<file path="config.mk">
export PLATFORM = sky130hd
export DESIGN_NAME = fetch_unit
export DESIGN_NICKNAME = d
export VERILOG_FILES = /design/src/rtl/fetch_unit.sv
export SDC_FILE = /design/constraint.sdc
export NUM_CORES = 1
export LEC_CHECK = 0
export ABC_CLOCK_PERIOD_IN_PS = 2100
export BUFFER_PORTS_ARGS = -buffer_cell sky130_fd_sc_hd__buf_2
export CAP_MARGIN = 10
export CORE_ASPECT_RATIO = 1.25
export CORE_MARGIN = 5
export CORE_UTILIZATION = 51
export CTS_CLUSTER_SIZE = 30
export DETAILED_ROUTE_END_ITERATION = 7
export GPL_TIMING_DRIVEN = 0
export HOLD_SLACK_MARGIN = 0.03
export PLACE_DENSITY = 0.8
export SKIP_LAST_GASP = 1
export SLEW_MARGIN = 20
export SYNTH_ARGS = -nofsm -noshare
export SYNTH_HDL_FRONTEND = slang
export SYNTH_SLANG_ARGS = --single-unit
</file>
<file path="constraint.sdc">
create_clock -name clk -period 2.1 [get_ports clk]
set_input_delay 0.525 -clock clk [delete_from_list [all_inputs] [get_ports clk]]
set_output_delay 0.525 -clock clk [all_outputs]
set_load 0.01 [all_outputs]
</file>
<file path="src/rtl/fetch_unit.sv">
// Program counter and fetch sequencer for a byte-addressed instruction memory with a
// one-cycle registered read. It aligns fetched words with their PC and handles stall, redirect and range faults.
module fetch_unit #(
  parameter logic [31:0] RESET_PC  = 32'd0,
  parameter int          MEM_BYTES = 128
) (
  input  logic        clk,
  input  logic        rst_n,
  input  logic        stall,
  input  logic        redirect_valid,
  input  logic [31:0] redirect_target,
  input  logic [31:0] mem_instruction,
  output logic [31:0] mem_pc,
  output logic [31:0] if_pc,
  output logic [31:0] if_instr,
  output logic        if_valid,
  output logic        misalign_err,
  output logic        fetch_fault,
  output logic [31:0] instr_count
);

  typedef enum logic {RUN = 1'b0, STALL = 1'b1} state_t;

  state_t      state_q, state_d;
  logic [31:0] pc_q, pc_d;
  logic [31:0] if_pc_q, if_pc_d;
  logic        if_valid_q, if_valid_d;
  logic [31:0] hold_q, hold_d;
  logic        misalign_q, misalign_d;
  logic        fault_q, fault_d;
  logic [31:0] count_q, count_d;

  logic [31:0] target_aligned;
  logic        pc_in_range;
  logic        target_in_range;

  // Range checks use 33 bits so a PC near the top of the address space cannot wrap into range.
  assign target_aligned  = {redirect_target[31:2], 2'b00};
  assign pc_in_range     = ({1'b0, pc_q} + 33'd3) < 33'(MEM_BYTES);
  assign target_in_range = ({1'b0, target_aligned} + 33'd3) < 33'(MEM_BYTES);

  always_comb begin
    state_d    = state_q;
    pc_d       = pc_q;
    if_pc_d    = if_pc_q;
    if_valid_d = if_valid_q;
    hold_d     = hold_q;
    misalign_d = 1'b0;
    fault_d    = fault_q;
    count_d    = count_q;

    if (if_valid_q && !stall && !redirect_valid) begin
      count_d = count_q + 32'd1;
    end

    if (redirect_valid) begin
      pc_d       = target_aligned;
      if_valid_d = 1'b0;
      state_d    = RUN;
      misalign_d = |redirect_target[1:0];
      if (target_in_range) begin
        fault_d = 1'b0;
      end
    end else if (stall) begin
      // Capture only on entry: later memory outputs belong to the held PC, not the presented one.
      if (state_q == RUN) begin
        hold_d  = mem_instruction;
        state_d = STALL;
      end
    end else begin
      if_pc_d    = pc_q;
      pc_d       = pc_q + 32'd4;
      state_d    = RUN;
      if_valid_d = pc_in_range;
      if (!pc_in_range) begin
        fault_d = 1'b1;
      end
    end
  end

  always_ff @(posedge clk or negedge rst_n) begin
    if (!rst_n) begin
      state_q    <= RUN;
      pc_q       <= RESET_PC;
      if_pc_q    <= RESET_PC;
      if_valid_q <= 1'b0;
      hold_q     <= 32'd0;
      misalign_q <= 1'b0;
      fault_q    <= 1'b0;
      count_q    <= 32'd0;
    end else begin
      state_q    <= state_d;
      pc_q       <= pc_d;
      if_pc_q    <= if_pc_d;
      if_valid_q <= if_valid_d;
      hold_q     <= hold_d;
      misalign_q <= misalign_d;
      fault_q    <= fault_d;
      count_q    <= count_d;
    end
  end

  assign mem_pc       = pc_q;
  assign if_pc        = if_pc_q;
  assign if_instr     = (state_q == STALL) ? hold_q : mem_instruction;
  assign if_valid     = if_valid_q;
  assign misalign_err = misalign_q;
  assign fetch_fault  = fault_q;
  assign instr_count  = count_q;

endmodule
</file>
==> results.yml <==
outcome:
  status: "completed"
global_routing:
  antenna_found_initial: 0
  use_met3_pct: 7.223
  grt_pass1_vias: 5618
  met2_usage_pct: 40.89
  grt_max_degree: 71
  grtUsageMet1_pct: 28.78
  grt_usage_pct: 24.16
  grt_overflow: 0
  grt_pass1_wl_um: 27620
  grt-busiest-layer: "met2"
detailed_routing:
  ant_nets: 0
  drt_drc_violations_left: 0
  totalWireLength_um: 17250
  num_vias: 5516
  dr.first_iter.drc_count: 272
  avgViaCountPerCell: 5.516
  first_pass_iters: 5
  wl_per_cell_um: 17.25
clocking:
  clock_latency_ps: 410
  cts_made_buffers: 17
  clock-root-buffer: "clkbuf_16"
  cts_tree: "built"
  clockBufferDepth: 2
  clock-sinks: 128
  htreeDepth: 4
  clk_pin_slew_ps: 50
worst_setup_path:
  rrSetupSlack_ps: 70
  required_ps: 1570
  worstReg2RegStart: "mem_pc[5]"
  rr_worst_depth: 5
  end_kind: "output port"
  worstPathMaxFanout: 10
  crit_buf_inv: 2
  slowest_delay_ps: 410
  crit_type: "flip-flop to output port"
  crit_path_top_delay_cell: "dfrtp_1"
  startpoint: "state_q"
  worstPathCellList: "buf_4 -> mux2_2 -> buf_2"
  cp.arrival_ps: 1550
  cp-start-kind: "flip-flop"
  worstReg2RegEnd: "mem_pc[13]"
  cpLargestDelayFamily: "flip-flops"
synth:
  ys_ff_latch: 128
  synth_area_mm2: 0.006181
  synth_cell_type_count: 44
  synth_top_flop_cell: "dfrtp_1"
  yosysWarnings: 0
  synthCells: 604
  avgSynthCellArea_um2: 10.23
  synthArstFlopShare_pct: 100.0
  yosysSeqAreaShare_pct: 51.82
  synth-edff-count: 0
sta:
  tns_ps: 0
  clock_skew_ps: 8.326
  fmax_mhz: 482.2
  setup_viol: 0
  worst_pin_slew_ps: 650.8
  min_period_over_period_pct: 98.76
  drv_slew: 0
  slew-limit-headroom_pct: 56.62
  finalHoldViolCount: 0
  finalWorstSetupSlack_ps: 25.98
  rsz0062_at_grt: "yes"
  fin_crit_ps: 2074
pwr:
  power_density_mw_per_mm2: 855.6
  seq_power_share_pct: 42.6
  switching_power_mw: 1.816
  p_int_mw: 5.101
  irDropWorstVdd_mv: 0.5023
  switching_share_pct: 26.25
  total_power_mw: 6.917
  power_leakage_nw: 3.850
  pwr-share-clk_pct: 42.2
  combPwrFrac_pct: 15.2
job:
  maxCapViolations: 0
layout:
  utilization_pct: 67.41
  n_fill_cell: 962
  nNetsFinal: 893
  mostFrequentLayoutCells: "buf_2 (195), nand2_1 (130), dfrtp_1 (119), mux2_2 (63), xnor2_1 (33)"
  final_area_mm2: 0.008084
  antenna_cells: 0
  final_common_cell: "buf_2"
  areaGrowthSynthToFinish_pct: 30.79
  drive_above_1_share_pct: 38.76
floorplanning:
  core_mm2: 0.01199
  die_x_um: 108.5
  dieArea_mm2: 0.01444
  start_util_pct: 51.54
  rows: 45
  dieHeight_um: 133.1
  pin_count: 199
hold_path:
  hold_class: "input port to asynchronous set/reset pin"
placed_design:
  place_area_mm2: 0.007397
  hpwl_um: 12860
  placement.io_buffers: 193
  place_congestion: 0.8499
  dp_slack_ps: -181.9
worst reg2reg max path: cells and delay by family, from the launching register on:
family / cells / cell delay, ps
simple gates: 3 / 1100
flops: 1 / 450
compound gates: 1 / 200
buf+inv: 1 / 180
synth_stat cells, drive strengths merged, types with 2 or more instances:
cell,number,area share (%)
a31oi,15,1.5
and2,3,0.30
and3,7,0.71
and4,9,1.3
and4b,2,0.32
buf,11,1.0
clkbuf,27,1.7
dfrtp,128,52
ha,2,0.40
inv,8,0.49
mux2,63,11
nand2,130,7.9
nand3,17,1.4
nand4,26,2.7
nor2,25,1.5
nor3,5,0.40
nor3b,2,0.24
nor4,17,2.0
o211ai,2,0.24
o21ai,23,1.9
o31ai,6,0.73
or3,11,1.1
or4,8,1.0
xnor2,33,4.7
xor2,11,1.6
what timing repair did:
item / in CTS / in global routing
setup endpoints to repair: 36 / 41
endpoints found under the hold margin: 0 / 0
buffers inserted: 3 / 5
pin swaps: 0 / 3
hold buffers: 0 / 0
gates resized for setup: 15 / 12
per-stage QoR:
step,instances,hold WS (ps)
6_report,1000,124.5
5_1_grt,1000,179.4
4_1_cts,996,143.6
3_5_place_dp,965,458.5
3_3_place_gp,964,451.1
2_1_floorplan,607,229.4
cell families after synthesis:
logic type / count (synthesis) / share of synthesized area [%]
simple gates: 269 / 21.80
other cells: 1 / 0.06067
xor+xnor: 44 / 6.235
flops: 128 / 51.82
buf+inv: 47 / 3.279
mux: 64 / 11.64
fa+ha+maj: 2 / 0.4048
compound gates: 49 / 4.757
state kept, by name, summed over array words and instances (netlist names):
| signal | flops |
|---|---|
| hold_q | 32 |
| instr_count | 32 |
| if_pc | 30 |
| mem_pc | 30 |
| fetch_fault | 1 |
| if_valid | 1 |
| misalign_err | 1 |
| state_q | 1 |
power by group through the flow:
stage	sequential, mW	combinational [mW]	clock [mW]
global route	2.98	1.16	3.10
floorplan	3.00	0.495	0
CTS	2.94	1.05	2.98
global placement	2.94	1.02	0
detailed placement	2.96	1.05	0
finish	2.95	1.05	2.92
worst max path at each step:
stage / slack [ps] / endpoint / cells after the start
floorplan: 40 / instr_count[17] / 7
global placement: -1080 / if_pc[11] / 1
detailed placement: -180 / if_pc[15] / 4
CTS: 7 / mem_pc[29] / 5
global route: -30 / mem_pc[13] / 5
finish: 30 / if_instr[25] / 3
cell type report:
class                      instances  area [um2]  area share [%]
clock inverter                    11       138.9           1.718
tap                              164       205.2           2.538
buffer                            33       170.2           2.105
timing repair buffer             202        1060           13.11
clock buffer                      21       450.4           5.572
multi-input combinational        432        2811           34.78
sequential                       128        3214           39.76
inverter                           9       33.78          0.4179
metal layers:
metal | part of all wire (%) | up-vias
met5 | 0 | -
met4 | 2.3 | 0
met3 | 8.7 | 36
met2 | 51 | 270
met1 | 38 | 2646
li1 | - | 2564
Note: power is estimated with default switching activity, not from simulation.
